$ cat config.mk
export PLATFORM = sky130hd
export DESIGN_NAME = ctrl_decoder_flat
export DESIGN_NICKNAME = d
export VERILOG_FILES = /design/src/rtl/ctrl_decoder_if.sv /design/src/rtl/ctrl_decoder.sv /design/src/flat_wrapper.sv
export SDC_FILE = /design/constraint.sdc
export NUM_CORES = 1
export LEC_CHECK = 0
export BUFFER_PORTS_ARGS = -buffer_cell sky130_fd_sc_hd__clkbuf_2
export CAP_MARGIN = 40
export CORE_AREA = 2 2 49 51
export DETAILED_ROUTE_END_ITERATION = 10
export DIE_AREA = 0 0 51 53
export GPL_TIMING_DRIVEN = 0
export PLACE_DENSITY = 0.76
export SLEW_MARGIN = 20
export SYNTH_ARGS = -nofsm -noshare
export SYNTH_HDL_FRONTEND = slang
export SYNTH_SLANG_ARGS = --single-unit
$ cat constraint.sdc
create_clock -name vclk -period 2.3
set_input_delay 0.46 -clock vclk [all_inputs]
set_output_delay 0.46 -clock vclk [all_outputs]
set_load 0.02 [all_outputs]
$ cat src/rtl/ctrl_decoder_if.sv
// Instruction word in, one-hot decode strobes out.
// The decoder drives the strobes; the pipeline drives I.
interface ctrl_decoder_if;
  logic [31:0] I;
  logic lb, lbu, lh, lhu, lw;
  logic sb, sh, sw;
  logic R;
  logic add, addu, sub, subu, slt, sltu;
  logic and_, or_, xor_, nor_;
  logic sll, srl, sra, sllv, srlv, srav;
  logic mult, multu, div, divu;
  logic mfhi, mflo, mthi, mtlo;
  logic addi, addiu, andi, ori;
  logic xori, lui, slti, sltiu;
  logic beq, bne, blez, bgtz, bltz, bgez;
  logic j, jal, jalr, jr;
  logic eret, mfc0, mtc0;

  modport master (
    output I,
    input  lb, lbu, lh, lhu, lw, sb, sh, sw, R,
    input  add, addu, sub, subu, slt, sltu,
    input  and_, or_, xor_, nor_,
    input  sll, srl, sra, sllv, srlv, srav,
    input  mult, multu, div, divu,
    input  mfhi, mflo, mthi, mtlo,
    input  addi, addiu, andi, ori,
    input  xori, lui, slti, sltiu,
    input  beq, bne, blez, bgtz, bltz, bgez,
    input  j, jal, jalr, jr,
    input  eret, mfc0, mtc0
  );

  modport slave (
    input  I,
    output lb, lbu, lh, lhu, lw, sb, sh, sw, R,
    output add, addu, sub, subu, slt, sltu,
    output and_, or_, xor_, nor_,
    output sll, srl, sra, sllv, srlv, srav,
    output mult, multu, div, divu,
    output mfhi, mflo, mthi, mtlo,
    output addi, addiu, andi, ori,
    output xori, lui, slti, sltiu,
    output beq, bne, blez, bgtz, bltz, bgez,
    output j, jal, jalr, jr,
    output eret, mfc0, mtc0
  );
endinterface

$ cat src/rtl/ctrl_decoder.sv
// Purely combinational MIPS instruction decoder.
// Equality-based decode keeps X on I visible at the strobes.
module ctrl_decoder (
  input logic         clk,
  input logic         reset,
  ctrl_decoder_if.slave bus
);
  logic [5:0] op;
  logic [5:0] fn;
  logic [4:0] rs;
  logic [4:0] rt;
  logic       sp;
  logic       rim;
  logic       cp0;
  logic       unused_clk_rst;

  assign op  = bus.I[31:26];
  assign rs  = bus.I[25:21];
  assign rt  = bus.I[20:16];
  assign fn  = bus.I[5:0];
  assign sp  = (op == 6'b000000);
  assign rim = (op == 6'b000001);
  assign cp0 = (op == 6'b010000);

  // No state here; clock and reset are present only for uniformity.
  assign unused_clk_rst = clk ^ reset;

  assign bus.lb  = (op == 6'b100000);
  assign bus.lh  = (op == 6'b100001);
  assign bus.lw  = (op == 6'b100011);
  assign bus.lbu = (op == 6'b100100);
  assign bus.lhu = (op == 6'b100101);
  assign bus.sb  = (op == 6'b101000);
  assign bus.sh  = (op == 6'b101001);
  assign bus.sw  = (op == 6'b101011);

  assign bus.R = sp;

  assign bus.sll   = sp & (fn == 6'b000000);
  assign bus.srl   = sp & (fn == 6'b000010);
  assign bus.sra   = sp & (fn == 6'b000011);
  assign bus.sllv  = sp & (fn == 6'b000100);
  assign bus.srlv  = sp & (fn == 6'b000110);
  assign bus.srav  = sp & (fn == 6'b000111);
  assign bus.jr    = sp & (fn == 6'b001000);
  assign bus.jalr  = sp & (fn == 6'b001001);
  assign bus.mfhi  = sp & (fn == 6'b010000);
  assign bus.mthi  = sp & (fn == 6'b010001);
  assign bus.mflo  = sp & (fn == 6'b010010);
  assign bus.mtlo  = sp & (fn == 6'b010011);
  assign bus.mult  = sp & (fn == 6'b011000);
  assign bus.multu = sp & (fn == 6'b011001);
  assign bus.div   = sp & (fn == 6'b011010);
  assign bus.divu  = sp & (fn == 6'b011011);
  assign bus.add   = sp & (fn == 6'b100000);
  assign bus.addu  = sp & (fn == 6'b100001);
  assign bus.sub   = sp & (fn == 6'b100010);
  assign bus.subu  = sp & (fn == 6'b100011);
  assign bus.and_  = sp & (fn == 6'b100100);
  assign bus.or_   = sp & (fn == 6'b100101);
  assign bus.xor_  = sp & (fn == 6'b100110);
  assign bus.nor_  = sp & (fn == 6'b100111);
  assign bus.slt   = sp & (fn == 6'b101010);
  assign bus.sltu  = sp & (fn == 6'b101011);

  assign bus.j     = (op == 6'b000010);
  assign bus.jal   = (op == 6'b000011);
  assign bus.beq   = (op == 6'b000100);
  assign bus.bne   = (op == 6'b000101);
  assign bus.blez  = (op == 6'b000110);
  assign bus.bgtz  = (op == 6'b000111);
  assign bus.addi  = (op == 6'b001000);
  assign bus.addiu = (op == 6'b001001);
  assign bus.slti  = (op == 6'b001010);
  assign bus.sltiu = (op == 6'b001011);
  assign bus.andi  = (op == 6'b001100);
  assign bus.ori   = (op == 6'b001101);
  assign bus.xori  = (op == 6'b001110);
  assign bus.lui   = (op == 6'b001111);

  assign bus.bltz = rim & (rt == 5'b00000);
  assign bus.bgez = rim & (rt == 5'b00001);

  // eret is a full-word match; rs=10000 keeps it apart from mfc0/mtc0.
  assign bus.eret = (bus.I == 32'h4200_0018);
  assign bus.mfc0 = cp0 & (rs == 5'b00000);
  assign bus.mtc0 = cp0 & (rs == 5'b00100);
endmodule

$ cat src/flat_wrapper.sv
// flat-port wrapper written by rule: the top's interface ports become plain ports
module ctrl_decoder_flat 
  (clk, reset, bus_I, bus_lb, bus_lbu, bus_lh, bus_lhu, bus_lw, bus_sb, bus_sh, bus_sw, bus_R, bus_add, bus_addu, bus_sub, bus_subu, bus_slt, bus_sltu, bus_and_, bus_or_, bus_xor_, bus_nor_, bus_sll, bus_srl, bus_sra, bus_sllv, bus_srlv, bus_srav, bus_mult, bus_multu, bus_div, bus_divu, bus_mfhi, bus_mflo, bus_mthi, bus_mtlo, bus_addi, bus_addiu, bus_andi, bus_ori, bus_xori, bus_lui, bus_slti, bus_sltiu, bus_beq, bus_bne, bus_blez, bus_bgtz, bus_bltz, bus_bgez, bus_j, bus_jal, bus_jalr, bus_jr, bus_eret, bus_mfc0, bus_mtc0);
  ctrl_decoder_if bus_i ();
  input logic clk;
  input logic reset;
  input wire logic [$bits(bus_i.I)-1:0] bus_I;
  output wire logic [$bits(bus_i.lb)-1:0] bus_lb;
  output wire logic [$bits(bus_i.lbu)-1:0] bus_lbu;
  output wire logic [$bits(bus_i.lh)-1:0] bus_lh;
  output wire logic [$bits(bus_i.lhu)-1:0] bus_lhu;
  output wire logic [$bits(bus_i.lw)-1:0] bus_lw;
  output wire logic [$bits(bus_i.sb)-1:0] bus_sb;
  output wire logic [$bits(bus_i.sh)-1:0] bus_sh;
  output wire logic [$bits(bus_i.sw)-1:0] bus_sw;
  output wire logic [$bits(bus_i.R)-1:0] bus_R;
  output wire logic [$bits(bus_i.add)-1:0] bus_add;
  output wire logic [$bits(bus_i.addu)-1:0] bus_addu;
  output wire logic [$bits(bus_i.sub)-1:0] bus_sub;
  output wire logic [$bits(bus_i.subu)-1:0] bus_subu;
  output wire logic [$bits(bus_i.slt)-1:0] bus_slt;
  output wire logic [$bits(bus_i.sltu)-1:0] bus_sltu;
  output wire logic [$bits(bus_i.and_)-1:0] bus_and_;
  output wire logic [$bits(bus_i.or_)-1:0] bus_or_;
  output wire logic [$bits(bus_i.xor_)-1:0] bus_xor_;
  output wire logic [$bits(bus_i.nor_)-1:0] bus_nor_;
  output wire logic [$bits(bus_i.sll)-1:0] bus_sll;
  output wire logic [$bits(bus_i.srl)-1:0] bus_srl;
  output wire logic [$bits(bus_i.sra)-1:0] bus_sra;
  output wire logic [$bits(bus_i.sllv)-1:0] bus_sllv;
  output wire logic [$bits(bus_i.srlv)-1:0] bus_srlv;
  output wire logic [$bits(bus_i.srav)-1:0] bus_srav;
  output wire logic [$bits(bus_i.mult)-1:0] bus_mult;
  output wire logic [$bits(bus_i.multu)-1:0] bus_multu;
  output wire logic [$bits(bus_i.div)-1:0] bus_div;
  output wire logic [$bits(bus_i.divu)-1:0] bus_divu;
  output wire logic [$bits(bus_i.mfhi)-1:0] bus_mfhi;
  output wire logic [$bits(bus_i.mflo)-1:0] bus_mflo;
  output wire logic [$bits(bus_i.mthi)-1:0] bus_mthi;
  output wire logic [$bits(bus_i.mtlo)-1:0] bus_mtlo;
  output wire logic [$bits(bus_i.addi)-1:0] bus_addi;
  output wire logic [$bits(bus_i.addiu)-1:0] bus_addiu;
  output wire logic [$bits(bus_i.andi)-1:0] bus_andi;
  output wire logic [$bits(bus_i.ori)-1:0] bus_ori;
  output wire logic [$bits(bus_i.xori)-1:0] bus_xori;
  output wire logic [$bits(bus_i.lui)-1:0] bus_lui;
  output wire logic [$bits(bus_i.slti)-1:0] bus_slti;
  output wire logic [$bits(bus_i.sltiu)-1:0] bus_sltiu;
  output wire logic [$bits(bus_i.beq)-1:0] bus_beq;
  output wire logic [$bits(bus_i.bne)-1:0] bus_bne;
  output wire logic [$bits(bus_i.blez)-1:0] bus_blez;
  output wire logic [$bits(bus_i.bgtz)-1:0] bus_bgtz;
  output wire logic [$bits(bus_i.bltz)-1:0] bus_bltz;
  output wire logic [$bits(bus_i.bgez)-1:0] bus_bgez;
  output wire logic [$bits(bus_i.j)-1:0] bus_j;
  output wire logic [$bits(bus_i.jal)-1:0] bus_jal;
  output wire logic [$bits(bus_i.jalr)-1:0] bus_jalr;
  output wire logic [$bits(bus_i.jr)-1:0] bus_jr;
  output wire logic [$bits(bus_i.eret)-1:0] bus_eret;
  output wire logic [$bits(bus_i.mfc0)-1:0] bus_mfc0;
  output wire logic [$bits(bus_i.mtc0)-1:0] bus_mtc0;
  assign bus_i.I = bus_I;
  assign bus_lb = bus_i.lb;
  assign bus_lbu = bus_i.lbu;
  assign bus_lh = bus_i.lh;
  assign bus_lhu = bus_i.lhu;
  assign bus_lw = bus_i.lw;
  assign bus_sb = bus_i.sb;
  assign bus_sh = bus_i.sh;
  assign bus_sw = bus_i.sw;
  assign bus_R = bus_i.R;
  assign bus_add = bus_i.add;
  assign bus_addu = bus_i.addu;
  assign bus_sub = bus_i.sub;
  assign bus_subu = bus_i.subu;
  assign bus_slt = bus_i.slt;
  assign bus_sltu = bus_i.sltu;
  assign bus_and_ = bus_i.and_;
  assign bus_or_ = bus_i.or_;
  assign bus_xor_ = bus_i.xor_;
  assign bus_nor_ = bus_i.nor_;
  assign bus_sll = bus_i.sll;
  assign bus_srl = bus_i.srl;
  assign bus_sra = bus_i.sra;
  assign bus_sllv = bus_i.sllv;
  assign bus_srlv = bus_i.srlv;
  assign bus_srav = bus_i.srav;
  assign bus_mult = bus_i.mult;
  assign bus_multu = bus_i.multu;
  assign bus_div = bus_i.div;
  assign bus_divu = bus_i.divu;
  assign bus_mfhi = bus_i.mfhi;
  assign bus_mflo = bus_i.mflo;
  assign bus_mthi = bus_i.mthi;
  assign bus_mtlo = bus_i.mtlo;
  assign bus_addi = bus_i.addi;
  assign bus_addiu = bus_i.addiu;
  assign bus_andi = bus_i.andi;
  assign bus_ori = bus_i.ori;
  assign bus_xori = bus_i.xori;
  assign bus_lui = bus_i.lui;
  assign bus_slti = bus_i.slti;
  assign bus_sltiu = bus_i.sltiu;
  assign bus_beq = bus_i.beq;
  assign bus_bne = bus_i.bne;
  assign bus_blez = bus_i.blez;
  assign bus_bgtz = bus_i.bgtz;
  assign bus_bltz = bus_i.bltz;
  assign bus_bgez = bus_i.bgez;
  assign bus_j = bus_i.j;
  assign bus_jal = bus_i.jal;
  assign bus_jalr = bus_i.jalr;
  assign bus_jr = bus_i.jr;
  assign bus_eret = bus_i.eret;
  assign bus_mfc0 = bus_i.mfc0;
  assign bus_mtc0 = bus_i.mtc0;
  ctrl_decoder u_core (.clk(clk), .reset(reset), .bus(bus_i));
endmodule
# [Word-level counts from Yosys, hierarchy flattened]
# Cells that the tools add are included.
# Widths: inputs -> output; s select.
[totals] reg_bits=0 latchBits=0 mem_bits_rw=0 romBits=0 input_bits=34 output_inout_bits=54 wordCells=86 mem_count=0
[op_classes] add_sub_neg=0 multipliers=0 n_div=0 n_lt_le_gt_ge=0 eq_ne=52 n_shift=0 n_mux=0 bitwise_logic=30 reduce_logical=4
[ops] op="$eq 6x6->1 const B" n=18
[ops] op="$eq 6x4->1 const B" n=10
[ops] op="$eq 6x5->1 const B" n=9
[ops] op="$eq 6x3->1 const B" n=7
[ops] op="$eq 32x31->1 const B" n=1
[ops] op="$and 1x1->1" n=30
[ops] op="$eq 6x2->1 const B" n=4
[ops] op="$logic_not 6->1" n=2
[ops] op="$logic_not 5->1" n=2
[ops] op="$eq 6x1->1 const B" n=1
[ops] op="$eq 5x1->1 const B" n=1
[ops] op="$eq 5x3->1 const B" n=1

# [Logic depth before layout (Yosys ltp)]
[depth] ltp_word=2 mapped_depth=4 mapped_depth_nobuf=3

# [Worst setup path after synthesis]
# OpenSTA, ideal clock, no wires.
[synth_timing] path_kind="input port to output port" from="in bus_I[5]" to="out bus_eret" t_arrival_ps=2096 required_ps=1840 path_slack_ps=-256 stages=4 n_path_buf=1 cell_sequence="buf_2 -> or4b_1 -> or4_4 -> nor4_2"
[synth_via] elab_chain_len=1
[synth_rtl] element="from (decl)" line_no="flat_wrapper.sv:7" rtl="input wire logic [$bits(bus_i.I)-1:0] bus_I;"
[synth_rtl] element="$eq 32x31->1" line_no="ctrl_decoder.sv:85" rtl="assign bus.eret = (bus.I == 32'h4200_0018);"
[synth_rtl] element="to (decl)" line_no="flat_wrapper.sv:59" rtl="output wire logic [$bits(bus_i.eret)-1:0] bus_eret;"
# No other way between the ends.

# [Worst setup path after layout]
[layout_timing] from="in bus_I[0]" to="out bus_eret"
# Same word-level chain as after synthesis.

==> metrics.csv <==
metric;value;unit
failing checks;setup timing;
die width;51;microns
CP required;1.84;ns
Routed WL;2.513;mm
Setup crit start kind;primary input;
Non-Filler Instances;224;
worst setup margin;-0.1397;ns
Syn Nets;145;
RSZ-0062 raised after global routing;yes;
Ports;88;
CP max stage delay;0.56;ns
most frequent cells in the layout;78 x clkbuf_2, 40 x nor2_1, 16 x nor3_1, 8 x nand2b_1;
post-detail-place hpwl;2.075;mm
Clock Buffer Count;0;
initial antenna violation count;0;
Ys Warns;0;
Syn Inst Count;111;
seq_cells;0;
family with the most delay on the worst path;simple AND/OR/NAND/NOR gates;
dpl ws;-0.2843;ns
hold buffers post-CTS;0;
n_diodes;0;
first-pass GRT wire length;3.622;mm
layout cell share with drive strength beyond 1;52.55;%
syn_area_per_cell;5.275;sq um
DRT iter0 DRCs;21;
most common cell after layout, fill and taps aside;clkbuf_2;
vias in the first global route;799;
drt wl/cell;11.22;microns
vias;1086;
Worst Hold Class;in -> out;
Max IR drop VDD;0.00006077;V
die height;53;microns
drt via density;4.848;
Critical path origin;bus_I[0];
crit-path cells;clkbuf_16 > or4b_4 > or4_4 > nor4_4 > buf_4;
Pre-Repair DR Iteration Count;4;
relative slew slack;78.56;%
Initial Util;27.26;%
Area Growth Syn to Fin;94.02;%
Crit Path Category;in -> out;
WP buf/inv;2;
grt total ovfl;0;
Final min period;2.440;ns
Mapped Area;585.6;sq um
GR Util All Layers;16.55;%
Power Dens Cells;98.67;nW/um^2
core area;2148;sq um
WP data arrival;1.98;ns
crit end category;primary output;
ANT nets after route;0;
cell at the slowest stage of the critical path;or4_4;
outcome;finished, violations left;
number of fillers in the final layout;236;
row cnt;17;
Final setup viols;1;
Hold Vio Cnt, Final;0;
die area;2703;sq um
area taken by multi-input logic gates;593.1;sq um
Core Util, Final;52.88;%
sequential share of the synthesized area;0;%
Slew @ Worst Pin;0.3187;ns
f_max;0.4099;GHz
# DRC;0;
Final Max Slew Viols;0;
P_leak;0.5553;nW
Register Area;0;sq um
IO Port Bufs;82;
HP Start;bus_I[25];
largest net degree at the start of global routing;11;
gpl congestion;0.7233;
placed cells;221;
worst-path fanout max;2;
post-route clock period utilization;106.1;%
Yosys cell types;22;
Max-Cap Viols;0;
WHS;1.216;ns
Total Power;112.1;uW
nets;232;
[tightest hold or removal path: cells and delay by family]
family / cells / cell delay (ns)
and+or+nand+nor: 1 / 0.05
buffers and inverters: 2 / 0.25
[metrics by stage]
step,area [sq um],TNS (ns)
2_1_floorplan,606.8,-0.4954
3_3_place_gp,1052,-1.682
3_5_place_dp,1052,-1.711
4_1_cts,1131,-0.1619
5_1_grt,1136,-0.1844
6_report,1136,-0.1397
[routing by layer]
metal  share of wire, %  global-route usage (%)  wire length, microns  up-vias
met3                 10                   3.107                   261        0
met2                 47                   30.30                  1193       46
met1                 42                   21.21                  1059      472
met4                  0                       0                     0        0
met5                  0                       0                     0        -
li1                   -                       -                     -      568
[cells in the mapped netlist (all sizes together) (2+ instances only)]
| master | count | area, sq um |
|---|---|---|
| buf | 4 | 26.27 |
| nand2 | 6 | 22.52 |
| nand2b | 8 | 50.05 |
| nand3 | 3 | 15.01 |
| nand4 | 6 | 37.54 |
| nor2 | 41 | 153.9 |
| nor2b | 4 | 25.02 |
| nor3 | 16 | 80.08 |
| nor4 | 8 | 62.56 |
| or2 | 4 | 25.02 |
| or3 | 2 | 12.51 |
| or4b | 3 | 33.78 |
[timing repair]
item / CTS / global route
setup buffers: 3 / 0
endpoints found under the setup margin: 9 / 7
pin swaps: 5 / 0
gates resized for setup: 12 / 3
[report_power, final]
group / switching [mW] / leakage (nW) / internal (mW)
Sequential: 0 / 0 / 0
Clock: 0 / 0 / 0
Combinational: 0.0629 / 0.555 / 0.0492
[worst paths after layout]
| check | end | slack [ns] | cells past startpoint |
|---|---|---|---|
| worst max-delay path | bus_eret | -0.14 | 5 |
| worst min-delay path | bus_mfc0 | 1.22 | 3 |
[layout make-up]
cell class	instances	area share (%)
buffer	5	3.304
timing repair buffer	85	41.08
multi-input combinational	105	52.20
inverter	1	0.3304
tap	28	3.084
[cell families after synthesis]
group	count (synthesis)	share of synthesized area [%]
buffers and inverters	6	5.767
AND/OR/NAND/NOR	105	94.23
No activity file was read; power rests on OpenSTA's default activity.
